### src/rtl/tsc_pkg.sv
// Shared types for the triggered streaming capture block: FSM states and trigger modes.
package tsc_pkg;

   typedef enum logic [2:0] {
      IDLE   = 3'd0,
      RECORD = 3'd1,
      POST   = 3'd2,
      DONE   = 3'd3,
      SEND   = 3'd4
   } state_e;

   typedef enum logic [1:0] {
      TRIG_ABOVE = 2'd0,
      TRIG_BELOW = 2'd1,
      TRIG_RISE  = 2'd2,
      TRIG_FORCE = 2'd3
   } trig_mode_e;

endpackage

### src/rtl/tsc_serializer.sv
// Frames one DATA_W word as start bit, LSB-first data, stop bit; sd idles high.
module tsc_serializer #(
   parameter int unsigned DATA_W = 8
) (
   input  logic              clk,
   input  logic              reset,
   input  logic              load,
   input  logic [DATA_W-1:0] data,
   output logic              sd,
   output logic              byte_done
);
   localparam int unsigned FRAME_W = DATA_W + 2;
   localparam int unsigned CNT_W   = $clog2(FRAME_W);

   logic [FRAME_W-1:0] frame_q;
   logic [CNT_W-1:0]   cnt_q;
   logic               active_q;

   // A load on the final bit cycle starts the next frame back-to-back.
   always_ff @(posedge clk or negedge reset) begin
      if (!reset) begin
         frame_q  <= '1;
         cnt_q    <= '0;
         active_q <= 1'b0;
      end else if (load) begin
         frame_q  <= {1'b1, data, 1'b0};
         cnt_q    <= CNT_W'(FRAME_W - 1);
         active_q <= 1'b1;
      end else if (active_q) begin
         frame_q <= {1'b1, frame_q[FRAME_W-1:1]};
         if (cnt_q == '0) begin
            active_q <= 1'b0;
         end else begin
            cnt_q <= cnt_q - CNT_W'(1);
         end
      end
   end

   assign sd        = frame_q[0];
   assign byte_done = active_q && (cnt_q == '0);

endmodule

### src/rtl/tsc_multi_capture.sv
// Triggered capture: ring-buffered ADC history, post-trigger window, framed serial readout.
module tsc_multi_capture
   import tsc_pkg::*;
#(
   parameter int unsigned DATA_W    = 8,
   parameter int unsigned DEPTH     = 32,
   parameter int unsigned POST_TRIG = 16,
   parameter int unsigned TS_W      = 32
) (
   input  logic              clk,
   input  logic              reset,
   input  logic              start,
   input  logic              sbf,
   input  logic [DATA_W-1:0] thresh,
   input  logic [1:0]        trig_mode,
   output logic              adc_req,
   input  logic              adc_rdy,
   input  logic [DATA_W-1:0] adc_dat,
   output logic              trd,
   output logic              cd,
   output logic              sd,
   output logic              busy,
   output logic [TS_W-1:0]   trig_time
);
   localparam int unsigned      PTR_W     = $clog2(DEPTH);
   localparam logic [PTR_W-1:0] POST_LAST = PTR_W'(POST_TRIG - 1);
   localparam logic [PTR_W:0]   FULL      = (PTR_W+1)'(DEPTH);

   state_e            state_q, state_d;
   logic [DATA_W-1:0] mem [DEPTH];
   logic [PTR_W-1:0]  wr_ptr_q, send_ptr_q, post_cnt_q, rd_start;
   logic [PTR_W:0]    count_q, remaining_q;
   logic [TS_W-1:0]   timer_q, trig_time_q;
   logic [DATA_W-1:0] prev_q;
   logic              prev_valid_q, trd_q, cd_q;
   logic              hit, arm, wr_en, trig_hit, post_done, send_go, send_next, send_end;
   logic              ser_load, byte_done;
   logic [DATA_W-1:0] ser_data;

   assign rd_start = wr_ptr_q - count_q[PTR_W-1:0];

   always_comb begin
      hit = 1'b0;
      case (trig_mode_e'(trig_mode))
         TRIG_ABOVE: hit = adc_dat > thresh;
         TRIG_BELOW: hit = adc_dat < thresh;
         TRIG_RISE:  hit = prev_valid_q && (prev_q <= thresh) && (adc_dat > thresh);
         TRIG_FORCE: hit = 1'b1;
         default:    hit = 1'b0;
      endcase
   end

   always_ff @(posedge clk or negedge reset) begin
      if (!reset) state_q <= IDLE;
      else        state_q <= state_d;
   end

   always_comb begin
      state_d   = state_q;
      adc_req   = 1'b0;
      arm       = 1'b0;
      wr_en     = 1'b0;
      trig_hit  = 1'b0;
      post_done = 1'b0;
      send_go   = 1'b0;
      send_next = 1'b0;
      send_end  = 1'b0;
      ser_load  = 1'b0;
      ser_data  = mem[send_ptr_q + PTR_W'(1)];
      case (state_q)
         IDLE: begin
            if (start) begin
               arm     = 1'b1;
               state_d = RECORD;
            end
         end
         RECORD: begin
            adc_req = 1'b1;
            if (adc_rdy) begin
               wr_en = 1'b1;
               if (hit) begin
                  trig_hit = 1'b1;
                  state_d  = POST;
               end
            end
         end
         POST: begin
            adc_req = 1'b1;
            if (adc_rdy) begin
               wr_en = 1'b1;
               if (post_cnt_q == POST_LAST) begin
                  post_done = 1'b1;
                  state_d   = DONE;
               end
            end
         end
         DONE: begin
            // sbf takes priority over start
            if (sbf) begin
               send_go  = 1'b1;
               ser_load = 1'b1;
               ser_data = mem[rd_start];
               state_d  = SEND;
            end else if (start) begin
               arm     = 1'b1;
               state_d = RECORD;
            end
         end
         SEND: begin
            if (byte_done) begin
               if (remaining_q == (PTR_W+1)'(1)) begin
                  send_end = 1'b1;
                  state_d  = IDLE;
               end else begin
                  send_next = 1'b1;
                  ser_load  = 1'b1;
               end
            end
         end
         default: state_d = IDLE;
      endcase
   end

   // Buffer contents survive reset; only the pointers are cleared.
   always_ff @(posedge clk) begin
      if (wr_en) mem[wr_ptr_q] <= adc_dat;
   end

   always_ff @(posedge clk or negedge reset) begin
      if (!reset) begin
         wr_ptr_q     <= '0;
         count_q      <= '0;
         timer_q      <= '0;
         prev_q       <= '0;
         prev_valid_q <= 1'b0;
         post_cnt_q   <= '0;
         trig_time_q  <= '0;
         trd_q        <= 1'b0;
         cd_q         <= 1'b0;
         send_ptr_q   <= '0;
         remaining_q  <= '0;
      end else begin
         cd_q <= send_end;
         if (arm) begin
            wr_ptr_q     <= '0;
            count_q      <= '0;
            timer_q      <= '0;
            trd_q        <= 1'b0;
            prev_valid_q <= 1'b0;
         end
         if (wr_en) begin
            wr_ptr_q     <= wr_ptr_q + PTR_W'(1);
            timer_q      <= timer_q + TS_W'(1);
            prev_q       <= adc_dat;
            prev_valid_q <= 1'b1;
            if (count_q != FULL) count_q <= count_q + (PTR_W+1)'(1);
         end
         if (trig_hit) begin
            trig_time_q <= timer_q;
            post_cnt_q  <= '0;
         end
         if (state_q == POST && wr_en) post_cnt_q <= post_cnt_q + PTR_W'(1);
         if (post_done) trd_q <= 1'b1;
         if (send_go) begin
            trd_q       <= 1'b0;
            send_ptr_q  <= rd_start;
            remaining_q <= count_q;
         end
         if (send_next) begin
            send_ptr_q  <= send_ptr_q + PTR_W'(1);
            remaining_q <= remaining_q - (PTR_W+1)'(1);
         end
      end
   end

   tsc_serializer #(
      .DATA_W (DATA_W)
   ) u_ser (
      .clk       (clk),
      .reset     (reset),
      .load      (ser_load),
      .data      (ser_data),
      .sd        (sd),
      .byte_done (byte_done)
   );

   assign trd       = trd_q;
   assign cd        = cd_q;
   assign trig_time = trig_time_q;
   assign busy      = (state_q != IDLE) && (state_q != DONE);

endmodule

### config.mk
export PLATFORM = sky130hd
export DESIGN_NAME = tsc_multi_capture
export DESIGN_NICKNAME = d
export VERILOG_FILES = /design/src/rtl/tsc_pkg.sv /design/src/rtl/tsc_serializer.sv /design/src/rtl/tsc_multi_capture.sv
export SDC_FILE = /design/constraint.sdc
export NUM_CORES = 1
export LEC_CHECK = 0
export ABC_AREA = 1
export BUFFER_PORTS_ARGS = -buffer_cell sky130_fd_sc_hd__buf_2
export CAP_MARGIN = 20
export CORE_AREA = 8 8 234 236
export DETAILED_ROUTE_END_ITERATION = 10
export DIE_AREA = 0 0 242 244
export MAX_ROUTING_LAYER = met4
export PLACE_DENSITY_LB_ADDON = 0.3
export SYNTH_ARGS = -nofsm -noshare
export SYNTH_HDL_FRONTEND = slang
export SYNTH_SLANG_ARGS = --single-unit
### constraint.sdc
create_clock -name clk -period 7.4 [get_ports clk]
set_input_delay 0.37 -clock clk [delete_from_list [all_inputs] [get_ports clk]]
set_output_delay 0.37 -clock clk [all_outputs]
set_load 0.05 [all_outputs]
# Yosys cells after proc, flatten, opt, wreduce, memory -nomap -nowiden
# Memories as Yosys holds them, arrays and structs flattened.
# Cells that the tools add are included.
classes:
  add_sub_neg: 8
  n_lt_le_gt_ge: 3
  n_eq_ne: 18
  n_mux: 60
  n_reduce_logical: 17
op_table:
  columns: ["op", "n"]
  rows:
  - ["32-bit two-way mux", 2]
  - ["32-bit by 1-bit adder with 32-bit output, second input constant", 1]
  - ["5-bit two-way mux", 6]
  - ["6-bit two-way mux", 5]
  - ["1-bit two-way mux", 28]
  - ["3-bit two-way mux", 8]
  - ["10-bit two-way mux", 2]
  - ["8-bit two-way mux", 2]
  - ["5-bit by 1-bit adder with 5-bit output, second input constant", 3]
  - ["3-bit one-hot mux with 5 select lines", 1]
  - ["2-bit != test, second input constant", 7]
  - ["4-bit two-way mux", 3]
  - ["8-bit > comparator", 1]
  - ["8-bit less-or-equal comparator", 1]
  - ["8-bit < comparator", 1]
  - ["2-bit nonzero test", 4]
  - ["6-bit by 1-bit adder with 6-bit output, second input constant", 1]
  - ["3-bit by 2-bit == test with 1-bit output, second input constant", 2]
  - ["6-bit by 1-bit == test with 1-bit output, second input constant", 1]
  - ["6-bit != test, second input constant", 1]
  - ["6-bit AND reduction", 1]
  - ["3-bit nonzero test", 2]
  - ["6-bit by 1-bit subtractor with 6-bit output, second input constant", 1]
  - ["5-bit by 4-bit == test with 1-bit output, second input constant", 1]
  - ["15 further kinds", 21]
word_totals:
  regBits: 120
  mem_bits_rw: 256
  in_bits: 23
  out_inout_bits: 37
  word_cells: 122
  n_memories: 1
memory_table:
  columns: ["name", "words", "width", "read_ports", "rd_clocked_by_memory_dff", "wr", "line_no", "source"]
  rows:
  - ["mem", 32, 8, 2, 0, 1, "tsc_multi_capture.sv:30", "logic [DATA_W-1:0] mem [DEPTH];"]

# Longest topological paths before layout
depth:
  word_depth: 9
  depth_mapped: 17
  depth_no_buf: 16

# Hierarchy
# A second synthesis with hierarchy kept.
hier_totals:
  hier_cells: 2217
  hier_area_um2: 19553.8
by_module_without_submodules:
  columns: ["module", "n_inst", "cells_per_inst", "area_per_inst_um2", "seq_area_each_um2"]
  rows:
  - ["tsc_multi_capture", 1, 2134, 18795.5, 10314.9]
  - ["tsc_serializer", 1, 83, 758.2, 361.6]

# Worst setup path after synthesis
# OpenSTA, ideal clock, no wires.
synth_timing:
  path_kind: "register to register"
  from: "reg wr_ptr_q[0]"
  to: "reg u_ser.frame_q[4]"
  setup_time_ns: 0.072
  arrival_time_ns: 2.280
  required_ns: 7.328
  slack_ns: 5.048
  path_stages_with_launch: 18
  n_path_buf: 2
  period_less_slack_ns: 2.352
  path_cell_list: "dfrtp_1 inv_1 ha_1 inv_1 fa_1 buf_2 buf_1 nor2_1 nand2_1 o21ai_0 nand2_1 nand2_1 nand2_1 nand3_1 nand3_1 nand3_1 nand2_1 inv_1"
synth_via:
  elab_chain_len: 5
synth_lines:
  columns: ["item", "line_no", "source"]
  rows:
  - ["start, declared", "tsc_multi_capture.sv:31", "logic [PTR_W-1:0] wr_ptr_q, send_ptr_q, post_cnt_q, rd_start;"]
  - ["start signal, assigned", "tsc_multi_capture.sv:152", "wr_ptr_q <= wr_ptr_q + PTR_W'(1);"]
  - ["5-bit subtractor", "tsc_multi_capture.sv:40", "assign rd_start = wr_ptr_q - count_q[PTR_W-1:0];"]
  - ["memory read 32 x 8 bit", null, null]
  - ["8-bit two-way mux", "tsc_multi_capture.sv:99", "if (sbf) begin"]
  - ["8-bit two-way mux", "tsc_multi_capture.sv:70", "case (state_q)"]
  - ["10-bit two-way mux", "tsc_serializer.sv:25", "end else if (load) begin"]
  - ["end signal, assigned", "tsc_serializer.sv:26", "frame_q <= {1'b1, data, 1'b0};"]
  - ["end signal, assigned", "tsc_serializer.sv:30", "frame_q <= {1'b1, frame_q[FRAME_W-1:1]};"]
  - ["end, declared", "tsc_serializer.sv:15", "logic [FRAME_W-1:0] frame_q;"]
# Every way passes these cells.
# A chain may end at the register's enable or synchronous reset.

# Worst setup path after layout
layout_timing:
  from: "reg wr_ptr_q[0]"
  to: "reg u_ser.frame_q[6]"
# Same word-level chain as after synthesis.

==> results.sh <==
export IMPL_cts_setup_buffers=0
export IMPL_cts_buffers_inserted=41
export IMPL_setup_violations=0
export IMPL_initial_core_util_pct=39.58
export IMPL_totalWireLength_um=60890
export IMPL_worstPathRequired_ns=7.90
export IMPL_cp_end_kind="flop"
export IMPL_synth_area_per_cell_um2=8.230
export IMPL_setup_reg_to_reg_worst_slack_ns=3.65
export IMPL_filler_cell_count=5008
export IMPL_synth_ff_type="edfxtp_1"
export IMPL_drv_cap=0
export IMPL_grt_pass1_vias=16200
export IMPL_drtPass1Iterations=6
export IMPL_ir_worst_vdd_mv=0.1326
export IMPL_post_place_cells=3087
export IMPL_grt_usage_pct=20.62
export IMPL_reg2regPathDepth=14
export IMPL_final_cells=3164
export IMPL_reg2reg_to="u_ser.frame_q[6]$_DFFE_PN1P_"
export IMPL_setup_tns_ns=0
export IMPL_core_area_mm2=0.05089
export IMPL_grt_max_degree=111
export IMPL_grt_pass1_wl_um=94360
export IMPL_hold_path_cell_count=4
export IMPL_crit_arrival_ns=4.25
export IMPL_synth_cell_types=48
export IMPL_num_antenna_cells=0
export IMPL_max_freq_mhz=266.9
export IMPL_synth_nets=2504
export IMPL_drv_slew=0
export IMPL_detailroute_via_count=16960
export IMPL_path_class="reg2reg"
export IMPL_power_mw=4.541
export IMPL_rsz0062_at_grt="no"
export IMPL_portBuffers=59
export IMPL_boundaryPins=60
export IMPL_syn_area_mm2=0.02014
export IMPL_die_area_mm2=0.05905
export IMPL_wire_per_inst_um=19.24
export IMPL_worstMarginPinSlew_ns=1.142
export IMPL_vias_per_cell=5.360
export IMPL_r2r_start="wr_ptr_q[0]$_DFFE_PN0P_"
export IMPL_async_flop_share_pct=31.73
export IMPL_place_hpwl_um=38730
export IMPL_drc=0
export IMPL_status="finished clean"
export IMPL_ys_seq_area_share_pct=53.01
export IMPL_finalHoldViolCount=0
export IMPL_die_w_um=242
export IMPL_clockBufferDepth=3
export IMPL_min_period_ns=3.746
export IMPL_antenna_found_initial=1
export IMPL_synthCells=2447
export IMPL_p_leak_nw=9.917
export IMPL_critPathLaunchType="flop"
export IMPL_critPathLaunch="wr_ptr_q[0]$_DFFE_PN0P_"
export IMPL_endpoint="u_ser.frame_q[6]$_DFFE_PN1P_"
export IMPL_grt_ovfl_total=0
export IMPL_clock_sinks=375
export IMPL_gp_congestion=0.9418
export IMPL_rows=83
export IMPL_drive_gt1_share_pct=7.407
export IMPL_synth_seq_cells=375
export IMPL_worstHoldPathType="in2reg"
export IMPL_synth_edf_count=256
export IMPL_clk_latency_ns=0.57
export IMPL_fin_crit_sh_pct=50.63
export IMPL_yosysWarnings=0
export IMPL_cts_tree="built"
export IMPL_first_iter_violations=1723
export IMPL_powerDensity_mw_per_mm2=202.9
export IMPL_maxSlewHeadroom_pct=23.88
export IMPL_root_buffer="clkbuf_16"
export IMPL_syn_to_final_growth_pct=11.11
export IMPL_skew_ns=0.02551
export IMPL_die_h_um=244
export IMPL_crit_fanout=81
export IMPL_drtAntennaViolNets=0
export IMPL_finalNetCount=2510
export IMPL_htree_levels=2
export IMPL_clk_pin_slew_worst_paths_ns=0.06
## worst min-delay path by stage
stage               startpoint                endpoint  slack, ns
floorplan                reset            cd$_DFF_PN0_       0.07
CTS                      start  state_q[1]$_DFFE_PN0P_       0.13
finish                   start  state_q[1]$_DFFE_PN0P_       0.15
global route             start  state_q[1]$_DFFE_PN0P_       0.17
global placement         reset            cd$_DFF_PN0_       0.42
detailed placement       reset         trd$_DFFE_PN0P_       0.42
## per-stage QoR
step | hold WS, ns | util (%) | area, µm² | setup slack (ns)
global placement | 0.4157 | 41.13 | 20930 | 3.741
global route | 0.1724 | 43.98 | 22380 | 3.319
detailed placement | 0.4210 | 41.13 | 20930 | 3.726
floorplan | 0.07441 | - | 20140 | 5.048
finish | 0.1527 | 43.98 | 22380 | 3.654
CTS | 0.1343 | 43.88 | 22330 | 3.678
## layout make-up
| type | count | area [µm²] | share of cell area [%] |
|---|---|---|---|
| flip-flops and latches | 375 | 10680 | 47.73 |
| multi-input cells | 1649 | 7794 | 34.83 |
| clock buffers | 56 | 1144 | 5.110 |
| inverters | 300 | 1127 | 5.038 |
| well taps | 680 | 850.8 | 3.802 |
| repair buffers | 86 | 535.5 | 2.393 |
| clock inverters | 18 | 246.5 | 1.101 |
## flip-flops by register name, summed over array words and instances (netlist names), 3 cells and up
name           cells
count_q            6
wr_ptr_q           5
remaining_q        6
u_ser.cnt_q        4
u_ser.frame_q      9
timer_q           32
mem              256
state_q            3
send_ptr_q         5
prev_q             8
trig_time         32
post_cnt_q         5
## layer usage
| layer | vias up | routed length [µm] | global-route usage [%] |
|---|---|---|---|
| li1 | 8044 | - | - |
| met3 | 109 | 4803 | 3.575 |
| met4 | 0 | 1649 | 6.243 |
| met5 | - | 0 | - |
| met1 | 8159 | 26660 | 27.57 |
| met2 | 646 | 27770 | 32.00 |
## critical path: stages (launching register included)
cell     delay (ns)
dfrtp_1        0.41
inv_1          0.15
ha_4           0.62
buf_4          0.61
buf_4          0.77
o21ai_0        0.19
o21ai_0        0.18
nand2_1        0.06
nand2_1        0.10
nand2_1        0.09
nand3_1        0.11
nand3_1        0.09
nand3_1        0.07
nand2_1        0.06
inv_1          0.05
## power breakdown
part | switching (mW) | internal (mW) | leakage (nW) | total, mW
logic | 0.108 | 0.0292 | 5.48 | 0.137
registers | 0.00811 | 2.26 | 3.76 | 2.27
clock network | 0.845 | 1.29 | 0.672 | 2.14
total | 0.961 | 3.58 | 9.92 | 4.54
## kinds of logic after synthesis
| kind of cell | Yosys count | synth area share (%) |
|---|---|---|
| AND/OR/NAND/NOR | 1337 | 27.66 |
| buffers and inverters | 423 | 8.474 |
| flip-flops | 375 | 53.01 |
| AO/OA/AOI/OAI | 255 | 7.536 |
| adder cells (fa/ha/maj) | 34 | 2.150 |
| XOR/XNOR | 23 | 1.168 |
## cell usage after synthesis (10+ instances only)
master	instances	area, µm²
a21oi_1	49	245.2
clkbuf_1	38	142.6
nor3_1	29	145.1
nor2_1	171	641.9
xor2_1	19	166.4
ha_1	33	412.9
o21ai_0	106	530.5
dfrtp_1	110	2753
buf_2	70	350.3
edfxtp_1	256	7687
inv_1	289	1085
o211ai_1	68	510.5
nand3_1	324	1622
o22ai_1	10	62.56
nand2_1	784	2943
## repair_timing
item | 4_1_cts | 5_1_grt
hold buffers | 1 | 0
gates resized for setup | 0 | 0
hold endpoints to repair | 34 | 0
endpoints found under the setup margin | 0 | 0
## cells in the final DEF, fill, tap and decap left out, types with 10 or more instances in the layout
| master | n |
|---|---|
| buf_2 | 58 |
| xor2_1 | 18 |
| clkbuf_1 | 10 |
| buf_4 | 25 |
| o22ai_1 | 10 |
| inv_1 | 289 |
| edfxtp_1 | 256 |
| clkbuf_16 | 42 |
| o211ai_1 | 68 |
| a21oi_1 | 49 |
| nor2_1 | 171 |
| ha_1 | 31 |
| o21ai_0 | 106 |
| nand2_1 | 784 |
| dfrtp_1 | 109 |
| nor3_1 | 29 |
| nand3_1 | 323 |
(Power assumes the default switching activity.)
